==> src/rtl/seg_pkg.sv <==
// Shared definitions for the seven-segment capture path: FSM states and the
// active-low glyph table used by both the display encoder and the decoder.
package seg_pkg;

  typedef enum logic [1:0] {QUAL, SCAN, HOLD} seg_state_t;

  localparam logic [6:0] SEG_BLANK = 7'h7F;

  // index = nibble, value = active-low g..a pattern
  localparam logic [6:0] SEG_GLYPH [16] = '{
    7'h40, 7'h79, 7'h24, 7'h30, 7'h19, 7'h12, 7'h02, 7'h78,
    7'h00, 7'h10, 7'h08, 7'h03, 7'h46, 7'h21, 7'h06, 7'h0E
  };

  function automatic logic [6:0] seg_encode(input logic [3:0] nibble);
    return SEG_GLYPH[nibble];
  endfunction

endpackage

==> src/rtl/seg_glyph_decode.sv <==
// Combinational decode of one active-low seven-segment pattern back to a nibble,
// with blank/illegal-glyph flags and the decimal point.
module seg_glyph_decode
  import seg_pkg::*;
(
  input  logic [7:0] pattern,
  output logic [3:0] nibble,
  output logic       blank,
  output logic       err,
  output logic       dp
);

  always_comb begin
    nibble = 4'h0;
    blank  = 1'b0;
    err    = 1'b1;
    dp     = ~pattern[7];
    if (pattern[6:0] == SEG_BLANK) begin
      blank = 1'b1;
      err   = 1'b0;
    end else begin
      for (int i = 0; i < 16; i++) begin
        if (pattern[6:0] == SEG_GLYPH[i]) begin
          nibble = 4'(i);
          err    = 1'b0;
        end
      end
    end
  end

endmodule

==> src/rtl/seg_pattern_capture.sv <==
// Samples a bank of active-low seven-segment digits once they are stable, decodes
// one digit per cycle and presents the result on a valid/ready handshake.
// Optional SEG_CAPTURE_DEDUP_EN suppresses captures identical to the last one presented.
module seg_pattern_capture
  import seg_pkg::*;
#(
  parameter int NUM_DIGITS    = 6,
  parameter int STABLE_CYCLES = 4
) (
  input  logic                    clk,
  input  logic                    rst,
  input  logic [8*NUM_DIGITS-1:0] seg_in,
  output logic                    out_valid,
  input  logic                    out_ready,
  output logic [4*NUM_DIGITS-1:0] out_value,
  output logic [NUM_DIGITS-1:0]   out_blank,
  output logic [NUM_DIGITS-1:0]   out_err,
  output logic [NUM_DIGITS-1:0]   out_dp
);

  localparam int              IDX_W    = (NUM_DIGITS > 1) ? $clog2(NUM_DIGITS) : 1;
  localparam logic [7:0]      CNT_MAX  = 8'(STABLE_CYCLES - 1);
  localparam logic [IDX_W-1:0] IDX_LAST = IDX_W'(NUM_DIGITS - 1);

  seg_state_t state_reg, state_next;

  logic [8*NUM_DIGITS-1:0] prev_reg;
  logic [8*NUM_DIGITS-1:0] snap_reg;
  logic [7:0]              cnt_reg;
  logic [IDX_W-1:0]        idx_reg;

  logic [4*NUM_DIGITS-1:0] value_reg, value_next;
  logic [NUM_DIGITS-1:0]   blank_reg, blank_next;
  logic [NUM_DIGITS-1:0]   err_reg, err_next;
  logic [NUM_DIGITS-1:0]   dp_reg, dp_next;

  logic [7:0] snap_digit [NUM_DIGITS];
  logic [7:0] dec_in;
  logic [3:0] dec_nibble;
  logic       dec_blank, dec_err, dec_dp;

  logic stable, qualify, scan_last, accept, dup, clear_cnt;

  for (genvar gi = 0; gi < NUM_DIGITS; gi++) begin : g_digit
    assign snap_digit[gi] = snap_reg[8*gi +: 8];
  end

  always_comb begin
    dec_in = snap_digit[0];
    for (int i = 1; i < NUM_DIGITS; i++) begin
      if (idx_reg == IDX_W'(i)) dec_in = snap_digit[i];
    end
  end

  seg_glyph_decode u_decode (
    .pattern (dec_in),
    .nibble  (dec_nibble),
    .blank   (dec_blank),
    .err     (dec_err),
    .dp      (dec_dp)
  );

  // Result vectors with the digit under decode merged in; on the last SCAN
  // cycle this is the complete capture, which dedup compares against.
  always_comb begin
    value_next = value_reg;
    blank_next = blank_reg;
    err_next   = err_reg;
    dp_next    = dp_reg;
    for (int i = 0; i < NUM_DIGITS; i++) begin
      if (idx_reg == IDX_W'(i)) begin
        value_next[4*i +: 4] = dec_nibble;
        blank_next[i]        = dec_blank;
        err_next[i]          = dec_err;
        dp_next[i]           = dec_dp;
      end
    end
  end

  assign stable    = (seg_in == prev_reg);
  assign qualify   = stable && (cnt_reg == CNT_MAX);
  assign scan_last = (state_reg == SCAN) && (idx_reg == IDX_LAST);
  assign accept    = (state_reg == HOLD) && out_ready;
  assign clear_cnt = accept || (scan_last && dup);

`ifdef SEG_CAPTURE_DEDUP_EN
  logic [7*NUM_DIGITS-1:0] last_reg;
  logic                    have_last_reg;

  assign dup = have_last_reg && ({value_next, blank_next, err_next, dp_next} == last_reg);

  always_ff @(posedge clk) begin
    if (rst) begin
      last_reg      <= '0;
      have_last_reg <= 1'b0;
    end else if (scan_last && !dup) begin
      last_reg      <= {value_next, blank_next, err_next, dp_next};
      have_last_reg <= 1'b1;
    end
  end
`else
  assign dup = 1'b0;
`endif

  always_ff @(posedge clk) begin
    if (rst) state_reg <= QUAL;
    else     state_reg <= state_next;
  end

  always_comb begin
    state_next = state_reg;
    case (state_reg)
      QUAL:    if (qualify) state_next = SCAN;
      SCAN:    if (scan_last) state_next = dup ? QUAL : HOLD;
      HOLD:    if (out_ready) state_next = QUAL;
      default: state_next = QUAL;
    endcase
  end

  always_ff @(posedge clk) begin
    if (rst) begin
      prev_reg  <= '1;
      cnt_reg   <= '0;
      snap_reg  <= '0;
      idx_reg   <= '0;
      value_reg <= '0;
      blank_reg <= '0;
      err_reg   <= '0;
      dp_reg    <= '0;
    end else begin
      prev_reg <= seg_in;
      // Leaving HOLD (or skipping it) forces a full requalification.
      if (clear_cnt || !stable) cnt_reg <= '0;
      else if (cnt_reg != CNT_MAX) cnt_reg <= cnt_reg + 8'd1;

      if (state_reg == QUAL && qualify) begin
        snap_reg <= seg_in;
        idx_reg  <= '0;
      end

      if (state_reg == SCAN) begin
        value_reg <= value_next;
        blank_reg <= blank_next;
        err_reg   <= err_next;
        dp_reg    <= dp_next;
        idx_reg   <= idx_reg + 1'b1;
      end
    end
  end

  assign out_valid = (state_reg == HOLD);
  assign out_value = value_reg;
  assign out_blank = blank_reg;
  assign out_err   = err_reg;
  assign out_dp    = dp_reg;

endmodule

==> config.mk <==
export PLATFORM = sky130hd
export DESIGN_NAME = seg_pattern_capture
export DESIGN_NICKNAME = d
export VERILOG_FILES = /design/src/rtl/seg_pkg.sv /design/src/rtl/seg_glyph_decode.sv /design/src/rtl/seg_pattern_capture.sv
export SDC_FILE = /design/constraint.sdc
export NUM_CORES = 1
export LEC_CHECK = 0
export CAP_MARGIN = 30
export CELL_PAD_IN_SITES_DETAIL_PLACEMENT = 1
export CELL_PAD_IN_SITES_GLOBAL_PLACEMENT = 1
export CORE_MARGIN = 2
export CORE_UTILIZATION = 42
export DETAILED_ROUTE_END_ITERATION = 16
export PLACE_DENSITY_LB_ADDON = 0.1
export SYNTH_ARGS = -nofsm -noshare
export SYNTH_HDL_FRONTEND = slang
export SYNTH_SLANG_ARGS = --single-unit
==> constraint.sdc <==
create_clock -name clk -period 3.4 [get_ports clk]
set_clock_uncertainty 0.2 [all_clocks]
set_input_delay 0.85 -clock clk [delete_from_list [all_inputs] [get_ports clk]]
set_output_delay 0.85 -clock clk [all_outputs]
set_load 0.005 [all_outputs]
==> impl_results.md <==
* Critical path class: primary input to flip-flop
* DR WL met3 at 800 µm
* Simple-Gate Fraction of Synth Area at 21.2%
* Routed len/inst at 18.7 µm
* Number of diodes at 0
* Die height at 130 µm
* Synth cell count leaders: dfxtp_1, nor2_1, xnor2_1
* Largest buffer count on any clock path at 2
* Flops & latches, synth at 151
* GRT Overall Usage at 24.9%
* Final slew viol count at 0
* Number of global-route vias before repair at 6126
* R2R Path Start: idx_reg[0]
* Mapped cell area at 6640 µm²
* Worst EP arrival at 3.41 ns
* Seq pwr share at 44.4%
* Hold_sp: out_dp[1]
* Standard-cell rows at 45
* First-pass GRT wire length at 32100 µm
* CP cell instances: clkdlybuf4s50_1 -> xnor2_2 -> nand4_1 -> nor4_2 -> buf_4 -> nand3_1 -> nor4_2 -> buf_4 -> buf_12 -> mux2i_2 -> nor2_1
* DP Wirelength at 14600 µm
* Dpl ws at -0.353 ns
* Number of synthesized flops with an enable pin at 0
* Aggregate routed wire length at 20500 µm
* Drt pass-1 iters at 5
* Minimum clock period at 3.31 ns
* CTS Buf Count at 17
* Critical path required time at 3.50 ns
* Final number of setup-violating endpoints at 0
* Xor/xnor share of the synthesized area at 7.26%
* Largest cells by area after synthesis: dfxtp_1, mux2i_1, xnor2_1, or2_2, nor2_1
* Complex-gate fraction of the synthesized area at 14.0%
* Worst Setup SP: seg_in[12]
* Worst hold slack at 0.257 ns
* Worst-path clk slew at 0.06 ns
* FILL cells at 1738
* Syn_area_per_cell at 9.22 µm²
* Switching Share at 21.4%
* Gr ovfl total at 0
* Syn nets at 777
* Area of the multi-input gates at 3470 µm²
* CTS tree: done
* Max_cap viols at 0
* Via density at 5.34
* Proportion of power drawn by combinational gates at 6.1%
* Most frequent cell after synthesis: dfxtp_1
* Via count at 5852
* Drt initial violations at 361
* Worst setup SP type: primary input
* Routed length on met2 at 10000 µm
* Full die area at 16800 µm²
* Share of layout cells above drive strength 1 at 21.3%
* Clock tree sinks at 151
* Register area share after synthesis at 45.6%
* Synth Instances at 720
* Post-layout util at 58.8%
* Area grow syn2layout at 35.7%
* Post-synth top area share at 45.6%
* Predominant post-synthesis flop cell: dfxtp_1
* Yosys warnings at 0
* Multiplexer area fraction after synthesis at 7.39%
* Initial Util at 43.3%
* Int Pwr at 3.21 mW
* Worst path max stage delay at 0.55 ns
* M1 wire length at 9320 µm
* Maximum vdd drop at 0.328 mV
* Clock Latency Late Sink at 0.43 ns
* Cell variety after synth at 64
* Final hold viol count at 0
* Total core area at 15300 µm²
* Synth Area in Adders at 1.28%
* Detail Route Antenna Nets at 0
* Initial antenna violation count at 0
* Critical path's slowest cell: clkdlybuf4s50_1
* Largest net degree at the start of global routing at 86
* Largest family of logic cells by synthesized area: simple AND/OR/NAND/NOR gates
* Tightest Pin Transition at 0.743 ns
* Clock Tree Root: clkbuf_16
* Final net count at 928
* Sw power at 874 µW
* Sequential Area at 3020 µm²
* Clock share of power at 49.5%
* Lkg Pwr at 3.27 nW
* Port Buffers at 93
* PwrDens at 454 nW/µm²
* Area leader, netlist: dfxtp_1
* # DRC at 0
* Hold Crit Class: flip-flop to flip-flop
* IO Count at 94
* Synth async-reset ratio at 0%
* Die width at 130 µm
* Final GP Congestion at 0.852
* Element type at the critical path end: flip-flop
* Unrepaired setup endpoints after global routing: no
* Setup ws final at 0.0938 ns
* Achievable Freq at 0.302 GHz
* Top Layer Used: met4
* Status: finished, final reports clean
* Worst Path Max Fanout at 18
* Max_slew headroom at 50.4%
* Htree depth at 4
* Final Cycle Share at 97.2%
-- power by group through the flow --
stage | clock [mW] | combinational [mW] | sequential, mW
floorplan | 0 | 0.0968 | 1.85
finish | 2.03 | 0.249 | 1.81
global route | 2.13 | 0.268 | 1.82
global placement | 0 | 0.237 | 1.85
detailed placement | 0 | 0.244 | 1.85
CTS | 2.05 | 0.248 | 1.81
-- per-stage QoR --
stage               area (µm²)  cells  power, mW  setup TNS (ns)
floorplan                 6640    720       1.95               0
global placement          8280   1060       2.09          -13.36
detailed placement        8280   1060       2.10          -16.01
CTS                       8920   1092       4.11               0
global route              9010   1095       4.22               0
finish                    9010   1095       4.09               0
-- placed cells by master, fill, tap and decap left out, drive strengths merged, types with 10 or more instances in the layout --
cell type,instances
mux2i,49
nor2b,14
a21oi,37
and3,10
nand3,25
dfxtp,151
nor2,79
or2,49
clkbuf,21
o21ai,35
nand2,45
buf,82
a31oi,19
clkdlybuf4s50,92
nand4,13
xnor2,53
-- cell type report --
cell class / instances / share of cell area [%]
sequential: 151 / 33.6
tap: 211 / 2.93
inverter: 9 / 0.375
timing repair buffer: 174 / 17.6
multi-input combinational: 518 / 38.5
clock buffer: 21 / 5.11
clock inverter: 11 / 1.90
-- metal layers --
metal	global-route usage [%]	vias to the layer above
met5	0	-
met2	42.3	131
met4	8.22	0
met1	32.4	2877
met3	3.98	27
li1	-	2817
-- worst paths after layout --
check                           slack [ns]  cells after the start             to
worst max-delay path                  0.09                     11   snap_reg[25]
worst min-delay path                  0.26                      2      out_dp[1]
worst max register to register        0.22                     12  out_value[17]
worst min register to register        0.26                      2      out_dp[1]
-- cell families after synthesis --
family,after synthesis
AOI/OAI and AO/OA,132
xor gates and xnor gates,55
adders and majority gates,7
buffers and inverters,51
DFF,151
muxes,49
and+or+nand+nor,275
-- worst max-delay path, delay by kind of cell --
| family | cells | cell delay [ns] |
|---|---|---|
| buffers and inverters | 4 | 1.07 |
| AND/OR/NAND/NOR | 5 | 1.07 |
| multiplexers | 1 | 0.25 |
| XOR/XNOR | 1 | 0.15 |
-- what timing repair did --
action | in CTS | in global routing
pin swaps | 1 | 6
buffers inserted | 0 | 3
gates resized for setup | 1 | 13
endpoints found under the setup margin | 1 | 57
endpoints found under the hold margin | 0 | 0
hold buffers | 0 | 0
No activity file was read; power rests on OpenSTA's default activity.
